==> config.mk <==
export PLATFORM = sky130hd
export DESIGN_NAME = time_keeper_bcd
export DESIGN_NICKNAME = d
export VERILOG_FILES = /design/src/rtl/time_keeper_bcd.sv
export SDC_FILE = /design/constraint.sdc
export NUM_CORES = 1
export LEC_CHECK = 0
export ABC_AREA = 1
export CAP_MARGIN = 20
export CORE_UTILIZATION = 35
export CTS_BUF_LIST = sky130_fd_sc_hd__clkbuf_4
export DETAILED_ROUTE_END_ITERATION = 7
export GPL_TIMING_DRIVEN = 0
export HOLD_SLACK_MARGIN = 0.12
export REMOVE_ABC_BUFFERS = 1
export SETUP_SLACK_MARGIN = 0.4
export SLEW_MARGIN = 20
export SYNTH_ARGS = -nofsm -noshare
export SYNTH_HDL_FRONTEND = slang
export SYNTH_SLANG_ARGS = --single-unit
==> constraint.sdc <==
create_clock -name clk -period 1.4 [get_ports clk]
set_input_delay 0.28 -clock clk [delete_from_list [all_inputs] [get_ports clk]]
set_output_delay 0.28 -clock clk [all_outputs]
set_load 0.01 [all_outputs]
==> src/rtl/time_keeper_bcd.sv <==
// Real-time clock in packed BCD with run/stop/set control, driven by a 1 s toggle.
// Define HOUR12_EN for a 12-hour display with an afternoon flag; otherwise hours run 00-23.
module time_keeper_bcd (
    input  logic       clk,
    input  logic       rst,
    input  logic       tick_in,
    input  logic       start,
    input  logic       stop,
    input  logic       set_en,
    input  logic       set_load,
    input  logic [1:0] set_sel,
    input  logic [7:0] set_value,
    output logic [7:0] sec_bcd,
    output logic [7:0] min_bcd,
    output logic [7:0] hour_bcd,
    output logic       pm,
    output logic       day_pulse,
    output logic       set_err,
    output logic [1:0] state
);

    typedef enum logic [1:0] {
        ST_STOP = 2'd0,
        ST_RUN  = 2'd1,
        ST_SET  = 2'd2
    } state_t;

`ifdef HOUR12_EN
    localparam logic [7:0] HOUR_RESET = 8'h12;
`else
    localparam logic [7:0] HOUR_RESET = 8'h00;
`endif

    state_t     cur_state;
    state_t     nxt_state;
    logic       sync_q1;
    logic       sync_q2;
    logic       tick_prev;
    logic       tick_pulse;
    logic       run_tick;
    logic       sec_wrap;
    logic       min_wrap;
    logic       hour_advance;
    logic       day_roll;
    logic       digits_ok;
    logic       ms_ok;
    logic       hour_ok;
    logic       set_ok;
    logic [7:0] hour_next;

    function automatic logic [7:0] bcd_inc(input logic [7:0] v);
        if (v[3:0] == 4'd9)
            bcd_inc = {v[7:4] + 4'd1, 4'd0};
        else
            bcd_inc = {v[7:4], v[3:0] + 4'd1};
    endfunction

    // Every level change of tick_in is one second, so the detector fires on both edges.
    always_ff @(posedge clk or posedge rst) begin
        if (rst) begin
            sync_q1   <= 1'b0;
            sync_q2   <= 1'b0;
            tick_prev <= 1'b0;
        end else begin
            sync_q1   <= tick_in;
            sync_q2   <= sync_q1;
            tick_prev <= sync_q2;
        end
    end

    assign tick_pulse = sync_q2 ^ tick_prev;

    always_ff @(posedge clk or posedge rst) begin
        if (rst)
            cur_state <= ST_STOP;
        else
            cur_state <= nxt_state;
    end

    always_comb begin
        nxt_state = cur_state;
        if (set_en) begin
            nxt_state = ST_SET;
        end else begin
            case (cur_state)
                ST_STOP: if (start && !stop) nxt_state = ST_RUN;
                ST_RUN:  if (stop)           nxt_state = ST_STOP;
                default:                     nxt_state = ST_STOP;
            endcase
        end
    end

    assign state        = cur_state;
    assign run_tick     = (cur_state == ST_RUN) && tick_pulse;
    assign sec_wrap     = (sec_bcd == 8'h59);
    assign min_wrap     = (min_bcd == 8'h59);
    assign hour_advance = run_tick && sec_wrap && min_wrap;

    // With valid digits, packed BCD orders the same as the decimal value.
    assign digits_ok = (set_value[7:4] <= 4'd9) && (set_value[3:0] <= 4'd9);
    assign ms_ok     = digits_ok && (set_value <= 8'h59);

`ifdef HOUR12_EN
    logic pm_q;

    always_ff @(posedge clk or posedge rst) begin
        if (rst)
            pm_q <= 1'b0;
        else if (hour_advance && hour_bcd == 8'h11)
            pm_q <= ~pm_q;
    end

    assign pm      = pm_q;
    assign hour_ok = digits_ok && (set_value >= 8'h01) && (set_value <= 8'h12);

    always_comb begin
        hour_next = bcd_inc(hour_bcd);
        day_roll  = 1'b0;
        if (hour_bcd == 8'h12)
            hour_next = 8'h01;
        else if (hour_bcd == 8'h11)
            day_roll = pm_q;
    end
`else
    assign pm      = 1'b0;
    assign hour_ok = digits_ok && (set_value <= 8'h23);

    always_comb begin
        hour_next = bcd_inc(hour_bcd);
        day_roll  = 1'b0;
        if (hour_bcd == 8'h23) begin
            hour_next = 8'h00;
            day_roll  = 1'b1;
        end
    end
`endif

    always_comb begin
        case (set_sel)
            2'd0, 2'd1: set_ok = ms_ok;
            2'd2:       set_ok = hour_ok;
            default:    set_ok = 1'b1;
        endcase
    end

    // Time only moves in RUN; loads only land in SET, so the two never collide.
    always_ff @(posedge clk or posedge rst) begin
        if (rst) begin
            sec_bcd   <= 8'h00;
            min_bcd   <= 8'h00;
            hour_bcd  <= HOUR_RESET;
            day_pulse <= 1'b0;
            set_err   <= 1'b0;
        end else begin
            day_pulse <= 1'b0;
            set_err   <= 1'b0;
            if (run_tick) begin
                sec_bcd <= sec_wrap ? 8'h00 : bcd_inc(sec_bcd);
                if (sec_wrap) begin
                    min_bcd <= min_wrap ? 8'h00 : bcd_inc(min_bcd);
                    if (min_wrap) begin
                        hour_bcd  <= hour_next;
                        day_pulse <= day_roll;
                    end
                end
            end else if (cur_state == ST_SET && set_load) begin
                if (!set_ok) begin
                    set_err <= 1'b1;
                end else begin
                    case (set_sel)
                        2'd0:    sec_bcd  <= set_value;
                        2'd1:    min_bcd  <= set_value;
                        2'd2:    hour_bcd <= set_value;
                        default: ;
                    endcase
                end
            end
        end
    end

endmodule
==> run summary <==
• 0 — ANT nets after route
• 0 — global route total overflow
• 5 — number of CTS-inserted buffers
• 2160 um^2 — Post-Syn Area
• setup timing — violated checks
• 0 — antenna violations before repair
• 4.46% — xor/xnor share of the synthesized area
• flop — critical path launch point type
• 0 — number of hold-slack violations in the final timing report
• 0.0100 ns — post-route clock skew
• sky130_fd_sc_hd__nand2_1 — most common cell after layout, fill and taps aside
• 62.9% — signed area change from the synthesized netlist to the final layout
• flop — Crit. End Element
• 1190 nW/um^2 — Power Density
• 31 — number of synthesized register bits
• 36.5% — starting utilization of the core area
• 13.8 um — wire per inst
• 35.9% — portion of synthesized cell area occupied by the leading cell type
• 786 um^2 — area occupied by registers
• 383 — number of placed instances, taps included
• 0 — yosys warns
• 31 — CTS Sinks
• 4.97 — Via-to-Cell Ratio
• sky130_fd_sc_hd__dfrtp_1 (36%), sky130_fd_sc_hd__nand2_1 (14%), sky130_fd_sc_hd__ha_1 (7.0%) — cells taking the most area after synthesis
• 59.4% — share of the core filled with cells in the final layout
• 2,283 — overall via count from detail_route
• 36.0% — Synth Area in Simple Gates
• 0 — cts hold-fix bufs
• 113% — final clock period utilization by the worst path
• 21.2% — combined global-route utilization of all metal layers
• 5 — Initial DRT Pass Iterations
• 270 — number of cells produced by synthesis
• primary input to asynchronous set/reset pin — worst min path class
• 32 — maximum number of pins on one net before global-route repair
• 0 — EDFF count, synth
• 31 — number of distinct standard cells referenced by the synthesized netlist
• 1.58 ns — minimum period implied by the final worst setup slack
• 28 — Row Count
• -3.04 ns — Total Negative Setup Slacks
• -0.181 ns — least setup slack across all paths after layout
• 8.00 um^2 — Post-Syn Area per Cell
• 3.66 mm — DP Wirelength
• sky130_fd_sc_hd__clkbuf_4 — clk root buf
• 2 — H-Tree Depth
• 56.2% — headroom to the max-slew limit
• 10 — maximum fanout along the worst path
• 0.671 mV — maximum vdd drop
• sky130_fd_sc_hd__dfrtp_1 — most used flip-flop cell after synthesis
• 0.11 ns — clock transition time at the flip-flop clock pins of the worst setup and hold paths
• 44 — number of buffers added on ports
• simple AND/OR/NAND/NOR gates — main combinational cell family by area after synthesis
• 0 — Max Cap Viol
• 80.6 um — Die W
• 2,225 — via count of the first global-routing pass
• -0.525 ns — worst setup slack after placement
• built — TritonCTS clock tree
• sky130_fd_sc_hd__dfrtp_1 — cell type with the highest aggregate area in the netlist
• 0 — final max-slew violation count
• 0 — Post-route DRC
• 0.814 — final weighted congestion in routability-driven placement
• 6.95% — Post-Synth Adder-Cell Area
• 541 — number of filler instances in the final layout
• 459 — Post-Layout Cell Count
• 5920 um^2 — Core Footprint
• 1.83 ns — data arrival time of the critical path
• 35.9% — sequential fraction of the synthesis area
• 0.35 ns — clock insertion delay at the later pin of the skew report
• flop to flop — Crit Path Class
• 0.657 ns — worst slew pin tran
• 26 — setup violation total in the final timing report
• 9.10% — complex-gate fraction of the synthesized area
• 180 — drt initial violations
• 0 — number of diodes added for antenna fixing
• 0.00172 uW — Pleak
• 2 — number of buffers on the longest clock path
• 10.3 mm — global-route wire length before repair
• 412 — Total Nets Final
• 80.6 um — vertical die dimension
• 6.32 mm — wirelength, routed
• 1.65 ns — Data required, critical path
• complete, but fails checks — status
• 100% — share of synthesized registers carrying an async set or reset
• 0% — mux cell area share after synthesis
• 46 — Ports
• true — RSZ-0062 raised after global routing
• 632 MHz — fmax
• 1470 um^2 — area used by multi-input combinational logic
• sky130_fd_sc_hd__nand2_1 (66), sky130_fd_sc_hd__buf_6 (44), sky130_fd_sc_hd__buf_4 (42) — top library cells by usage in the layout, fill and taps aside
• 45.1% — layout cell share with drive strength beyond 1
• 6490 um^2 — Total Die Area
registers in the layout, indices dropped and copies added, names as in the netlist:
signal     flops
tick_prev      1
min_bcd        8
sec_bcd        8
day_pulse      1
hour_bcd       8
sync_q2        1
set_err        1
sync_q1        1
state          2
per-layer routing:
metal / part of all wire, % / routed length [um] / GRT usage [%] / vias to the layer above
li1: - / - / - / 1115
met1: 42 / 2640 / 25.7 / 1083
met2: 50 / 3190 / 35.8 / 65
met3: 4.4 / 277 / 4.20 / 20
met4: 3.3 / 208 / 9.46 / 0
met5: 0 / 0 / 0 / -
kinds of logic after synthesis:
kind of cell | after synthesis
AO/OA/AOI/OAI | 31
XOR/XNOR | 11
adder cells (fa/ha/maj) | 12
buffers and inverters | 35
flip-flops | 31
other | 1
AND/OR/NAND/NOR | 149
timing repair:
item	in CTS	in global routing
setup endpoints to repair	54	54
resized for setup	191	32
setup buffers	53	11
endpoints found under the hold margin	0	0
pin swaps	19	21
gates cloned	4	0
worst max-delay path, cell delays in order, from the launching register on:
cell and delay [ns]:
sky130_fd_sc_hd__dfrtp_2 0.45, sky130_fd_sc_hd__nor2_4 0.15, sky130_fd_sc_hd__buf_4 0.14, sky130_fd_sc_hd__nand3_2 0.22
sky130_fd_sc_hd__nand2_1 0.23, sky130_fd_sc_hd__o21ai_0 0.13, sky130_fd_sc_hd__nand4_1 0.11, sky130_fd_sc_hd__nand2_1 0.06
Yosys cell counts (3+ instances only):
cell / number
sky130_fd_sc_hd__inv_1: 22
sky130_fd_sc_hd__nor2_1: 15
sky130_fd_sc_hd__o21ai_0: 11
sky130_fd_sc_hd__inv_2: 7
sky130_fd_sc_hd__nand3_2: 5
sky130_fd_sc_hd__nand2_4: 4
sky130_fd_sc_hd__xnor2_1: 5
sky130_fd_sc_hd__o21ai_1: 10
sky130_fd_sc_hd__nand4_1: 12
sky130_fd_sc_hd__nand3_1: 16
sky130_fd_sc_hd__buf_6: 3
sky130_fd_sc_hd__dfrtp_1: 31
sky130_fd_sc_hd__xor2_1: 6
sky130_fd_sc_hd__nor2_4: 4
sky130_fd_sc_hd__ha_1: 12
sky130_fd_sc_hd__nand2_2: 5
sky130_fd_sc_hd__nand2_1: 78
sky130_fd_sc_hd__o21a_1: 6
report_power, final:
group	total [uW]	internal (uW)	switching, uW
clock	535	205	330
sequential	1300	1120	181
combinational	2350	1280	1070
per-stage QoR:
step / hold WS [ns] / total power (uW) / area, um^2
after CTS: 0.355 / 4070 / 3310
after global routing: 0.347 / 4510 / 3520
after floorplan: 0.311 / 2140 / 2110
after detailed placement: 0.340 / 2800 / 2640
after global placement: 0.337 / 2780 / 2640
final: 0.335 / 4190 / 3520
worst paths after layout:
kind | startpoint | to | slack (ns) | depth (start not counted)
max | state[1] | min_bcd[0] | -0.18 | 7
max reg2reg | state[1] | min_bcd[0] | -0.18 | 7
max in group asynchronous | rst | hour_bcd[2] | 0.59 | 2
min in group clk | sync_q1 | sync_q2 | 0.36 | 0
min | rst | sync_q2 | 0.33 | 2
min reg2reg | sync_q1 | sync_q2 | 0.36 | 0
layout make-up:
type / instances / area share [%]
multi-input combinational: 208 / 41.7
timing repair buffer: 108 / 28.4
sequential: 31 / 22.3
inverter: 29 / 3.38
tap: 75 / 2.67
clock buffer: 6 / 1.28
clock inverter: 2 / 0.213
No activity file was read; power rests on OpenSTA's default activity.
